## src/rtl/tour_cmd_if.sv

```systemverilog
//------------------------------------------------------------------
// tour_cmd_if : command/response bundle between tour logic and tour_cmd
// Rev 1.0
//------------------------------------------------------------------
`default_nettype none

interface tour_cmd_if;
  logic        tour_go;
  logic [7:0]  move;
  logic [4:0]  mv_indx;
  logic [15:0] cmd_UART;
  logic        cmd_rdy_UART;
  logic        clr_cmd_rdy_UART;
  logic [15:0] cmd;
  logic        cmd_rdy;
  logic        clr_cmd_rdy;
  logic        send_resp;
  logic [7:0]  resp;

  modport master (
    output tour_go, move, cmd_UART, cmd_rdy_UART, clr_cmd_rdy, send_resp,
    input  mv_indx, clr_cmd_rdy_UART, cmd, cmd_rdy, resp
  );

  modport slave (
    input  tour_go, move, cmd_UART, cmd_rdy_UART, clr_cmd_rdy, send_resp,
    output mv_indx, clr_cmd_rdy_UART, cmd, cmd_rdy, resp
  );
endinterface

`default_nettype wire

```

## src/rtl/tour_cmd.sv

```systemverilog
//------------------------------------------------------------------
// tour_cmd : UART command pass-through / knight-tour replay muxer
// Optional abort feature: define TOUR_ABORT_EN.        Rev 1.0
//------------------------------------------------------------------
`default_nettype none

module tour_cmd (
  input  logic       clk,
  input  logic       rst_n,
  tour_cmd_if.slave  bus
);

  typedef enum logic [2:0] {
    IDLE    = 3'd0,
    L1_CMD  = 3'd1,
    L1_WAIT = 3'd2,
    L2_CMD  = 3'd3,
    L2_WAIT = 3'd4
  } state_t;

  localparam logic [4:0] LAST_INDX = 5'd23;

  state_t      state, state_nxt;
  logic [4:0]  mv_indx, mv_indx_nxt;
  logic [15:0] cmd;
  logic        cmd_rdy;
  logic        clr_uart;
  logic [7:0]  resp;
  logic [2:0]  bit_sel;
  logic [1:0]  dir1, dir2;
  logic [15:0] leg1, leg2;
  logic        send_ok;
  logic        abort;
  logic        abort_req;

  function automatic logic [7:0] heading(input logic [1:0] dir);
    case (dir)
      2'd0:    heading = 8'h00;
      2'd1:    heading = 8'h3F;
      2'd2:    heading = 8'h7F;
      default: heading = 8'hBF;
    endcase
  endfunction

  // Lowest set bit wins; dirs are 0=N 1=W 2=S 3=E.
  always_comb begin
    bit_sel = 3'd0;
    for (int i = 7; i >= 0; i--) begin
      if (bus.move[i]) bit_sel = 3'(i);
    end
  end

  assign dir1 = bit_sel[2:1];
  assign dir2 = {bit_sel[0], ~dir1[0]};
  assign leg1 = {4'h2, heading(dir1), 4'h2};
  assign leg2 = {4'h3, heading(dir2), 4'h1};

  // A consume in the same cycle takes priority over send_resp.
  assign send_ok = bus.send_resp & ~bus.clr_cmd_rdy;

`ifdef TOUR_ABORT_EN
  assign abort_req = (state != IDLE) && bus.cmd_rdy_UART &&
                     (bus.cmd_UART[15:12] == 4'hF) && !abort;

  always_ff @(posedge clk) begin
    if (!rst_n)             abort <= 1'b0;
    else if (state == IDLE) abort <= 1'b0;
    else if (abort_req)     abort <= 1'b1;
  end
`else
  assign abort_req = 1'b0;
  assign abort     = 1'b0;
`endif

  always_ff @(posedge clk) begin
    if (!rst_n) begin
      state   <= IDLE;
      mv_indx <= 5'd0;
    end else begin
      state   <= state_nxt;
      mv_indx <= mv_indx_nxt;
    end
  end

  always_comb begin
    state_nxt   = state;
    mv_indx_nxt = mv_indx;
    cmd         = bus.cmd_UART;
    cmd_rdy     = 1'b0;
    clr_uart    = 1'b0;
    resp        = 8'h5A;
    case (state)
      IDLE: begin
        cmd_rdy  = bus.cmd_rdy_UART;
        clr_uart = bus.clr_cmd_rdy;
        resp     = 8'hA5;
        if (bus.tour_go) begin
          mv_indx_nxt = 5'd0;
          state_nxt   = L1_CMD;
        end
      end
      L1_CMD: begin
        cmd = leg1;
        if (bus.move == 8'h00) begin
          state_nxt = IDLE;
        end else begin
          cmd_rdy = 1'b1;
          if (bus.clr_cmd_rdy) state_nxt = L1_WAIT;
        end
      end
      L1_WAIT: begin
        cmd = leg1;
        if (send_ok) begin
          if (abort) begin
            state_nxt   = IDLE;
            mv_indx_nxt = 5'd0;
          end else begin
            state_nxt = L2_CMD;
          end
        end
      end
      L2_CMD: begin
        cmd     = leg2;
        cmd_rdy = 1'b1;
        if (bus.clr_cmd_rdy) state_nxt = L2_WAIT;
      end
      L2_WAIT: begin
        cmd = leg2;
        if (mv_indx == LAST_INDX) resp = 8'hA5;
        if (send_ok) begin
          if (abort) begin
            state_nxt   = IDLE;
            mv_indx_nxt = 5'd0;
          end else if (mv_indx == LAST_INDX) begin
            state_nxt = IDLE;
          end else begin
            mv_indx_nxt = mv_indx + 5'd1;
            state_nxt   = L1_CMD;
          end
        end
      end
      default: state_nxt = IDLE;
    endcase
    if (abort_req) clr_uart = 1'b1;
  end

  assign bus.cmd              = cmd;
  assign bus.cmd_rdy          = cmd_rdy;
  assign bus.clr_cmd_rdy_UART = clr_uart;
  assign bus.resp             = resp;
  assign bus.mv_indx          = mv_indx;

endmodule

`default_nettype wire

```

## src/flat_wrapper.sv

```systemverilog
// flat-port wrapper written by rule: the top's interface ports become plain ports
module tour_cmd_flat 
  (clk, rst_n, bus_tour_go, bus_move, bus_cmd_UART, bus_cmd_rdy_UART, bus_clr_cmd_rdy, bus_send_resp, bus_mv_indx, bus_clr_cmd_rdy_UART, bus_cmd, bus_cmd_rdy, bus_resp);
  tour_cmd_if bus_i ();
  input  logic clk;
  input  logic rst_n;
  input wire logic [$bits(bus_i.tour_go)-1:0] bus_tour_go;
  input wire logic [$bits(bus_i.move)-1:0] bus_move;
  input wire logic [$bits(bus_i.cmd_UART)-1:0] bus_cmd_UART;
  input wire logic [$bits(bus_i.cmd_rdy_UART)-1:0] bus_cmd_rdy_UART;
  input wire logic [$bits(bus_i.clr_cmd_rdy)-1:0] bus_clr_cmd_rdy;
  input wire logic [$bits(bus_i.send_resp)-1:0] bus_send_resp;
  output wire logic [$bits(bus_i.mv_indx)-1:0] bus_mv_indx;
  output wire logic [$bits(bus_i.clr_cmd_rdy_UART)-1:0] bus_clr_cmd_rdy_UART;
  output wire logic [$bits(bus_i.cmd)-1:0] bus_cmd;
  output wire logic [$bits(bus_i.cmd_rdy)-1:0] bus_cmd_rdy;
  output wire logic [$bits(bus_i.resp)-1:0] bus_resp;
  assign bus_i.tour_go = bus_tour_go;
  assign bus_i.move = bus_move;
  assign bus_i.cmd_UART = bus_cmd_UART;
  assign bus_i.cmd_rdy_UART = bus_cmd_rdy_UART;
  assign bus_i.clr_cmd_rdy = bus_clr_cmd_rdy;
  assign bus_i.send_resp = bus_send_resp;
  assign bus_mv_indx = bus_i.mv_indx;
  assign bus_clr_cmd_rdy_UART = bus_i.clr_cmd_rdy_UART;
  assign bus_cmd = bus_i.cmd;
  assign bus_cmd_rdy = bus_i.cmd_rdy;
  assign bus_resp = bus_i.resp;
  tour_cmd u_core (.clk(clk), .rst_n(rst_n), .bus(bus_i));
endmodule
```

## config.mk

```make
export PLATFORM = sky130hd
export DESIGN_NAME = tour_cmd_flat
export DESIGN_NICKNAME = d
export VERILOG_FILES = /design/src/rtl/tour_cmd_if.sv /design/src/rtl/tour_cmd.sv /design/src/flat_wrapper.sv
export SDC_FILE = /design/constraint.sdc
export NUM_CORES = 1
export LEC_CHECK = 0
export ABC_AREA = 1
export BUFFER_PORTS_ARGS = -buffer_cell sky130_fd_sc_hd__buf_2
export CORE_UTILIZATION = 44
export CTS_BUF_LIST = sky130_fd_sc_hd__clkbuf_2 sky130_fd_sc_hd__clkbuf_4 sky130_fd_sc_hd__clkbuf_8
export CTS_CLUSTER_SIZE = 10
export DETAILED_ROUTE_END_ITERATION = 6
export PLACE_DENSITY = 0.84
export SLEW_MARGIN = 20
export SYNTH_ARGS = -nofsm -noshare
export SYNTH_HDL_FRONTEND = slang
export SYNTH_SLANG_ARGS = --single-unit
```

## constraint.sdc

```tcl
create_clock -name clk -period 1.6 [get_ports clk]
set_input_delay 0.16 -clock clk [delete_from_list [all_inputs] [get_ports clk]]
set_output_delay 0.16 -clock clk [all_outputs]
set_load 0.01 [all_outputs]
```

==> run metrics, run 1 <==
sw frac 53.9%; CP Launch Type flop; drt drc 0; Clk pin slew, worst setup/hold paths 60 ps; sw power 1590 uW; Syn Std Cell Area 957 um^2; Area growth syn-to-layout 57.5%; Leak 0.000855 uW; internal power 1360 uW; Setup crit start u_core.state[1]; Rel. slew slack 82.2%; Avg Cell Area, Syn 5.56 um^2; simple-gate share of the synthesized area 56.3%; largest family of logic cells by synthesized area simple AND/OR/NAND/NOR gates; flop2flop setup slack 120 ps; Initial DRT Pass Iterations 4; syn_nets 203; Seq pwr share 13.8%; Non-Filler Instances 269; via density per instance 4.98; Worst-Skew Late Latency 260 ps; number of global-route vias before repair 1270; CP Max Fanout 6; largest net degree at the start of global routing 8; CP Capture Type output pin; PortBufs 60; Synth Area in Compound Gates 6.27%; clk_skew 1.64 ps; required time worst endpoint 1440 ps; Reg area 176 um^2; worst hold path type in -> reg; WL/cell 12.0 um; unrepaired setup endpoints after global routing true; clock sinks 8; final worst setup slack -53.7 ps; routability cong. 0.833; time the worst path needs with I/O delays and setup 1650 ps; flops & latches, synth 8; Global Route Usage Sum 26.1%; synth unique cells 24; WS Path Type reg -> out; H-tree depth 1; Final Hold Fails 0; FF-to-FF End u_core.bus.mv_indx[0]; area of the multi-input gates 754 um^2; Layout Nets 275; area of the die 0.00237 mm^2; Critical R2R Launch u_core.state[2]; antenna-violating nets left 0; row cnt 16; Vias 1339; Slew @ Worst Pin 264 ps; Fin Setup TNS -110 ps; f_max 605 MHz; clock root cell clkbuf_4; Logic pwr share 80.6%; worst setup path endpoint bus_cmd[13]; IO Pins 61; grt ovf 0; multiplexer area fraction after synthesis 0%; CTS max path bufs 2; FF-to-FF path depth 9; XOR/XNOR Fraction of Synth Area 1.83%; final antenna diode count 0; Synth Warn # 0; Final Setup Violations 3; PwrDens 1960 mW/mm^2; register area share after synthesis 16.7%; dpl cells 253; die width 48.6 um; core area 0.00200 mm^2; initial core utilization 47.8%; Num CTS Buffers 3; Slew Limit Fails 0; first-pass GRT wire length 5030 um; antenna violations before repair 0; fin crit share 103%; post-synth top area share 20.4%; First DRT Iteration DRCs 32; post-DP HPWL 1950 um; Clock Power Share 5.6%; Synth area leaders nand2_1 20%, dfxtp_1 17%, inv_1 9.8%, nor2_1 9.0%, nand3_1 7.8%; DIE HEIGHT 48.6 um; biggest area consumer among synthesized cells nand2_1; DRT Wirelength 3230 um; Syn Inst Count 172; fill count 165; adder-cell share of the synthesized area 1.31%; Max VDD drop 1180 uV; failing checks setup timing; layout cells sized above 1 46.7%; Critical Path AT 1490 ps; max-capacitance violation count 0; TritonCTS clock tree yes; status complete, but fails checks
## worst min path at each step
| stage | start | endpoint | depth (start not counted) |
|---|---|---|---|
| finish | rst_n | u_core.state[1] | 3 |
| global route | rst_n | u_core.state[1] | 3 |
| floorplan | rst_n | u_core.state[1] | 2 |
| CTS | rst_n | u_core.state[1] | 3 |
| detailed placement | rst_n | u_core.state[1] | 3 |
| global placement | rst_n | u_core.state[1] | 3 |
## power by group through the flow
stage / Sequential, uW / Clock, uW / Combinational (uW)
6_report: 408 / 165 / 2380
5_1_grt: 416 / 167 / 2600
4_1_cts: 363 / 161 / 2120
3_5_place_dp: 334 / 0 / 1870
3_3_place_gp: 334 / 0 / 1850
2_1_floorplan: 332 / 0 / 1410
## cells in the final DEF, fill, tap and decap left out, drive strengths merged, types with 2 or more instances in the layout
cell type  instances
a21oi              8
buf               73
clkbuf             3
dfxtp              8
inv               29
nand2             57
nand3             17
nand4              6
nor2              30
o21ai              4
xor2               2
## cells by family after synthesis
| logic type | Yosys count |
|---|---|
| flip-flops | 8 |
| AO/OA/AOI/OAI | 12 |
| XOR/XNOR | 2 |
| buffers and inverters | 37 |
| adder cells (fa/ha/maj) | 1 |
| AND/OR/NAND/NOR | 112 |
## layout make-up
class / instances / share of cell area (%)
Clock buffer: 3 / 1.49
Timing Repair Buffer: 73 / 26.9
Inverter: 30 / 7.63
Sequential cell: 8 / 11.7
Tap cell: 27 / 2.24
Multi-Input combinational cell: 128 / 50.0
## registers in the layout (all words and copies together), names as in the netlist
name and cells:
u_core.bus.mv_indx 5, u_core.state 3
## worst max-delay path, stage by stage (launching register included)
cell	delay, ps
dfxtp_4	420
inv_2	70
nand2_4	100
nand2_8	90
nor2_8	150
inv_4	50
or2_1	200
buf_2	140
## stage by stage
stage          utilization (%)  total power [uW]  setup WS [ps]  hold WS, ps  instance area, um^2
2_1_floorplan                -              1740            132          281                  957
3_3_place_gp              62.3              2190            138          417                 1250
3_5_place_dp              62.3              2210            132          422                 1250
4_1_cts                   70.7              2650          -12.1          139                 1420
5_1_grt                   75.3              3180           -107          158                 1510
6_report                  75.3              2950          -53.7          137                 1510
## timing repair
item | in CTS | in global routing
hold buffers | 0 | 0
buffers inserted | 10 | 3
pin swaps | 9 | 13
cloned | 1 | 0
endpoints found under the setup margin | 18 | 21
resized for setup | 19 | 19
## synth_stat cells, drive strengths merged
master  instances
ha              1
o21ai           4
dfxtp           8
buf             7
nand4           6
nand2          57
nor4            1
a21oi           8
xor2            2
inv            29
nor2           29
nand3          17
clkinv          1
or2             1
nor3            1
## metal layers
layer | vias up | track usage (%) | share of wire, %
li1 | 671 | - | -
met1 | 598 | 27.5 | 39
met2 | 53 | 51.2 | 52
met3 | 17 | 3.14 | 4.2
met4 | 0 | 10.8 | 4.3
met5 | - | 0 | 0
No activity file was read; power rests on OpenSTA's default activity.
==> run 2, diff against run 1 <==
REMOVE_ABC_BUFFERS = 1   (was unset)
==> run 2 against run 1 <==
Compared with the run above:
- the flow still finishes with violations (setup timing)
- sequential power down 5.1%
- routed wire length fell by 13%
- via count shrank 3.1%
- total power shrank 6.6%
- worst setup slack about the same
- die area is the same
- clock power fell by 3%
- sequential cell count unchanged
- first-iteration DRC count up 25%
- clock skew is 2.8 ps higher
- fmax barely moved
- critical endpoint is now bus_cmd[10]
==> run metrics, run 2 (synthesized netlist as in run 1, its figures left out) <==
clock sinks 8 (unchanged); Logic pwr share 80.1% (-0.5 points); crit-path cells inv_2 -> nor2_4 -> nand2_2 -> nand2_4 -> nand3_4 -> nor2_2 -> a21oi_1 -> nand2_1 -> buf_2; Leak 0.000821 uW (-4.0%); FF-to-FF End u_core.bus.mv_indx[0]; DIE HEIGHT 48.6 um (unchanged); worst hold path type in -> reg; TritonCTS clock tree yes; Slew Limit Fails 0 (unchanged); flop2flop setup slack 160 ps (+40 ps); via density per instance 4.88 (-2.0%); routability cong. 0.865 (+3.9%); CP Launch Type flop; Final Setup Violations 9 (+6); Rel. slew slack 80.2% (-2.0 points); CTS Hold Bufs 0 (unchanged); initial core utilization 47.8% (unchanged); biggest regs u_core.bus.mv_indx: 5 flops, u_core.state: 3 flops; grt ovf 0 (unchanged); WL/cell 10.5 um (-12%); Setup WS pre-CTS 115 ps (-16.8 ps); Reg with most FFs u_core.bus.mv_indx; Layout Nets 272 (-1.1%); Worst-Skew Late Latency 260 ps (about the same); clk_skew 4.39 ps (+2.76 ps); required time worst endpoint 1440 ps (about the same); internal power 1280 uW (-6.2%); WS Path Type reg -> out; max-capacitance violation count 0 (unchanged); Area growth syn-to-layout 51.9%; fill count 189 (+15%); Final Hold Fails 0 (unchanged); f_max 605 MHz (about the same); antenna violations before repair 0 (unchanged); Num CTS Buffers 3 (unchanged); First DRT Iteration DRCs 40 (+25%); number of flip-flops in the largest register 5 (unchanged); number of global-route vias before repair 1128 (-11%); sw power 1480 uW (-7.0%); CTS max path bufs 2 (unchanged); CP max-delay cell dfxtp_4; time the worst path needs with I/O delays and setup 1650 ps (-0.347 ps); most frequent cells in the layout 60 x buf_2, 49 x nand2_1, 22 x inv_1; core area 0.00200 mm^2 (unchanged); Critical Path AT 1490 ps (about the same); sw frac 53.7% (-0.20 points); Max VDD drop 1600 uV (+36%); Slew @ Worst Pin 294 ps (+29.4 ps); Critical R2R Launch u_core.state[2]; antenna-violating nets left 0 (unchanged); Overall Power 2760 uW (-6.6%); FF-to-FF path depth 9 (unchanged); hold_sp rst_n; post-DP HPWL 2000 um (+2.8%); layout cells sized above 1 45.6% (-1.1 points); Clock Power Share 5.8% (+0.2 points); largest net degree at the start of global routing 8 (unchanged); area of the die 0.00237 mm^2 (unchanged); Initial DRT Pass Iterations 4 (unchanged); commonest non-fill, non-tap cell in the layout buf_2; Vias 1298 (-3.1%); Hold EP u_core.state[1]; drt drc 0 (unchanged); fin crit share 103% (about the same); CP Max Fanout 6 (unchanged); final worst setup slack -53.4 ps (+0.347 ps); Clk pin slew, worst setup/hold paths 60 ps (about the same); PwrDens 1900 mW/mm^2 (-3.2%); Global Route Usage Sum 23.7% (-2.4 points); max incr delay on CP 390 ps (-30 ps); final antenna diode count 0 (unchanged); clock root cell clkbuf_4; failing checks setup timing; Seq pwr share 14.0% (+0.2 points); CP Capture Type output pin; PortBufs 60 (unchanged); DRT Wirelength 2810 um (-13%); H-tree depth 1 (unchanged); worst hold path depth 3 (unchanged); IO Pins 61 (unchanged); row cnt 16 (unchanged); die width 48.6 um (unchanged); first-pass GRT wire length 4530 um (-9.9%); unrepaired setup endpoints after global routing true; status complete, but fails checks
==> run 2: cell types whose count changed in the layout (fill, tap and decap cells not counted) <==
cell and change:
nand2_4 -2, nor2_2 +2, nor2_1 -2, nand2_8 -1, inv_1 +1, nand3_4 -1, buf_6 -2, buf_4 -2
nand2_2 +1, buf_8 +1, nand2_1 +2, inv_2 -1, nand3_2 +1
==> run 2: area by class of cell <==
cell class	count	area, um^2	area share (%)
multi-input cells	128	723	49.7
repair buffers	70	383	26.3
flip-flops and latches	8	176	12.1
inverters	30	115	7.92
well taps	27	33.8	2.32
clock buffers	3	22.5	1.55
==> run 2: how the worst max path moves through the flow <==
stage / cells after the start / end / from / slack (ps)
after floorplan: 7 / bus_resp[0] / u_core.bus.mv_indx[0] / -30
after global placement: 9 / bus_cmd[10] / u_core.state[1] / 130
after detailed placement: 9 / bus_cmd[10] / u_core.state[1] / 110
after CTS: 9 / bus_cmd[11] / u_core.state[1] / -30
after global routing: 9 / bus_cmd[10] / u_core.state[0] / -110
final: 9 / bus_cmd[10] / u_core.state[0] / -50
==> run 2: per-layer routing <==
layer | track usage (%) | vias to the layer above | share of wire (%)
li1 | - | 667 | -
met1 | 25.9 | 551 | 39
met2 | 46.3 | 73 | 50
met3 | 4.09 | 7 | 9.3
met4 | 5.88 | 0 | 1.0
met5 | 0 | - | 0
==> run 2: what timing repair did <==
| action | in CTS | in global routing |
|---|---|---|
| setup endpoints to repair | 18 | 18 |
| resized for setup | 18 | 14 |
| pin swaps | 9 | 6 |
| buffers inserted | 6 | 2 |
| gates cloned | 1 | 0 |
==> run 2: critical path, delay by kind of cell (launching register included) <==
family                 cells  cell delay [ps]
AOI/OAI and AO/OA          1               40
DFF                        1              390
and+or+nand+nor            6              610
buffers and inverters      2              170
==> run 2: per-stage QoR <==
stage                     instances  cell area, um^2  setup TNS (ps)  hold slack, ps  utilization [%]
after floorplan                 165              905            -135             281                -
after global placement          254             1250               0             416             62.6
after detailed placement        254             1250               0             423             62.6
after CTS                       264             1390           -79.4             149             69.4
after global routing            266             1450            -920             168             72.6
final                           266             1450            -244             139             72.6
==> run 2: power by group through the flow <==
stage / clock network [uW] / registers [uW] / logic (uW)
final: 160 / 387 / 2210
after global routing: 176 / 395 / 2420
after CTS: 156 / 362 / 2080
after detailed placement: 0 / 335 / 1900
after global placement: 0 / 332 / 1880
after floorplan: 0 / 338 / 1230
==> run 3, diff against run 2 <==
ABC_AREA = unset   (was 1)
CORE_UTILIZATION = 43   (was 44)
==> run 3 against run 2 <==
Compared with the run above:
- largest power group unchanged
- hold slack improved by 42 ps
- the flow still finishes with violations (setup timing)
- critical path depth fell by 4
- critical endpoint is now bus_cmd[8]
- highest routed layer unchanged
- sequential power fell by 46%
- worst setup slack got worse by 130 ps
==> run metrics, run 3 <==
grt ovf 0 (unchanged); fin crit share 112% (+8.3 points); worst hold path type in -> reg; biggest regs u_core.bus.mv_indx: 5 flops, u_core.state: 3 flops; First DRT Iteration DRCs 46 (+15%); time the worst path needs with I/O delays and setup 1790 ps (+133 ps); placed cell area 0.00128 mm^2 (+2.4%); clock root cell clkbuf_4; via density per instance 5.64 (+16%); post-DP HPWL 2180 um (+8.7%); Synth area leaders dfxtp_1 18%, nand2_1 6.3%, o31ai_1 5.9%, buf_4 5.1%, o21ai_0 4.5%; Logic pwr share 58.4% (-22 points); number of flip-flops in the largest register 5 (unchanged); IO Pins 61 (unchanged); area of the die 0.00226 mm^2 (-4.6%); antenna-violating nets left 0 (unchanged); die width 47.5 um (-2.3%); Non-Filler Instances 222 (-17%); number of global-route vias before repair 1035 (-8.2%); DRT Wirelength 3180 um (+13%); worst hold slack 181 ps (+42.4 ps); final antenna diode count 0 (unchanged); Setup WS pre-CTS -62.3 ps (-177 ps); failing checks setup timing; Layout Nets 228 (-16%); row cnt 16 (unchanged); antenna violations before repair 0 (unchanged); CTS max path bufs 2 (unchanged); Slew Limit Fails 0 (unchanged); synth unique cells 45 (+88%); Finished Cell Area 0.00149 mm^2 (+2.4%); Syn Std Cell Area 891 um^2 (-6.9%); Initial DRT Pass Iterations 4 (unchanged); Clk pin slew, worst setup/hold paths 60 ps (about the same); most frequent cells in the layout 56 x buf_2, 20 x buf_4, 14 x nand2_1; FF-to-FF path depth 7 (-2); TritonCTS clock tree yes; f_max 560 MHz (-7.4%); Worst-Skew Late Latency 260 ps (about the same); biggest area consumer among synthesized cells dfxtp_1; Synth top cells by count 15 x nand2_1, 8 x dfxtp_1, 8 x o21ai_0; CP Max Fanout 6 (unchanged); post-synth top area share 18.0% (-2.4 points); Area growth syn-to-layout 67.1%; clock sinks 8 (unchanged); routability cong. 0.916 (+5.9%); H-tree depth 1 (unchanged); dpl cells 214 (-16%); CP Capture Type output pin; final worst setup slack -186 ps (-133 ps); met3 wire len 204 um (-22%); Seq pwr share 23.8% (+9.8 points); most numerous cell in the Yosys netlist nand2_1; sw power 335 uW (-77%); Vias 1252 (-3.5%); first-pass GRT wire length 4410 um (-2.7%); register area share after synthesis 18.0% (+1.2 points); status complete, but fails checks; number of synthesized flops with an enable pin 0 (unchanged); CP Launch Type flop; required time worst endpoint 1440 ps (about the same); unrepaired setup endpoints after global routing true; worst hold path depth 2 (-1); Rel. slew slack 72.2% (-8.1 points); Avg Cell Area, Syn 7.42 um^2 (+33%); Final Hold Fails 0 (unchanged); WL/cell 14.3 um (+36%); PwrDens 593 mW/mm^2 (-69%); top sig layer met4; Slew @ Worst Pin 416 ps (+122 ps); Reg with most FFs u_core.bus.mv_indx; commonest non-fill, non-tap cell in the layout buf_2; Syn Inst Count 120 (-30%); wl on met1 1230 um (+12%); met2 WL 1680 um (+19%); Synth Warn # 0 (unchanged); Max VDD drop 422 uV (-74%); largest net degree at the start of global routing 20 (+12); Global Route Usage Sum 26.8% (+3.1 points); flops & latches, synth 8 (unchanged); clk_skew 11.0 ps (+6.58 ps); initial core utilization 45.4% (-2.4 points); Num CTS Buffers 3 (unchanged); hold_sp rst_n; PortBufs 60 (unchanged); Setup crit start u_core.state[1]; Final Setup Violations 16 (+7); WS Path Type reg -> out; layout cells sized above 1 60.0% (+14 points); sw frac 38.0% (-16 points); DIE HEIGHT 47.5 um (-2.3%); core area 0.00196 mm^2 (-2.0%); drt drc 0 (unchanged); Post-synth top flop dfxtp_1; Critical Path AT 1630 ps (+140 ps); Leak 0.000704 uW (-14%); Critical R2R Launch u_core.state[1]; ys async rst share 0% (unchanged); CTS Hold Bufs 0 (unchanged); internal power 547 uW (-57%); Clock Power Share 17.8% (+12 points); max-capacitance violation count 0 (unchanged)
-- run 3: changes by cell type in the layout (fill, tap and decap cells not counted), sizes merged, moves of 4 or more --
cell,delta
buf,+13
a21oi,-4
nand3,-15
nor2,-22
o31ai,+7
nand2,-42
inv,-23
and2,+5
o21ai,+5
-- run 3: repair_timing --
action | in CTS | in global routing
setup endpoints to repair | 21 | 31
buffers inserted | 2 | 4
pin swaps | 5 | 6
gates resized for setup | 10 | 26
-- run 3: cell type report --
| type | instances | area (um^2) |
|---|---|---|
| clock buffers | 3 | 22.5 |
| fillers | 136 | 473 |
| inverters | 6 | 22.5 |
| multi-input cells | 95 | 721 |
| flip-flops and latches | 8 | 171 |
| well taps | 27 | 33.8 |
| repair buffers | 83 | 518 |
-- run 3: metrics by stage --
step                      setup TNS [ps]  util, %  total power (uW)
after detailed placement            -224     65.4               635
after CTS                          -1400     69.0               805
after global placement                 0     65.4               620
after floorplan                     -608        -               423
final                              -1860     75.9               883
after global routing               -2940     75.9               943
-- run 3: per-layer routing --
layer  up-vias  track usage, %
met5         -               0
met4         0            1.71
met3         6            4.53
met2        70            49.3
met1       587            33.9
li1        589               -
-- run 3: worst paths after layout --
kind | end | slack [ps]
setup / recovery | bus_cmd[8] | -190
hold / removal | u_core.bus.mv_indx[0] | 180
setup reg to reg | u_core.bus.mv_indx[3] | 60
hold reg to reg | u_core.bus.mv_indx[3] | 510
-- run 3: kinds of logic after synthesis --
group                      Yosys count  synth area share, %
and+or+nand+nor                     56                 36.4
AOI/OAI and AO/OA                   36                 28.9
buffers and inverters               17                 12.5
DFF                                  8                 18.0
xor gates and xnor gates             2                 2.81
adders and majority gates            1                 1.40
-- run 3: power by group through the flow --
| stage | logic (uW) | registers [uW] | clock network, uW |
|---|---|---|---|
| floorplan | 204 | 220 | 0 |
| global placement | 406 | 214 | 0 |
| detailed placement | 420 | 214 | 0 |
| CTS | 435 | 210 | 160 |
| global route | 560 | 211 | 172 |
| finish | 516 | 210 | 157 |
-- run 3: worst max-delay path, stage by stage, from the launching register on --
cell and delay, ps:
dfxtp_4 350, xnor2_2 140, or2_4 240, and4b_4 240, o31ai_2 230, buf_2 170
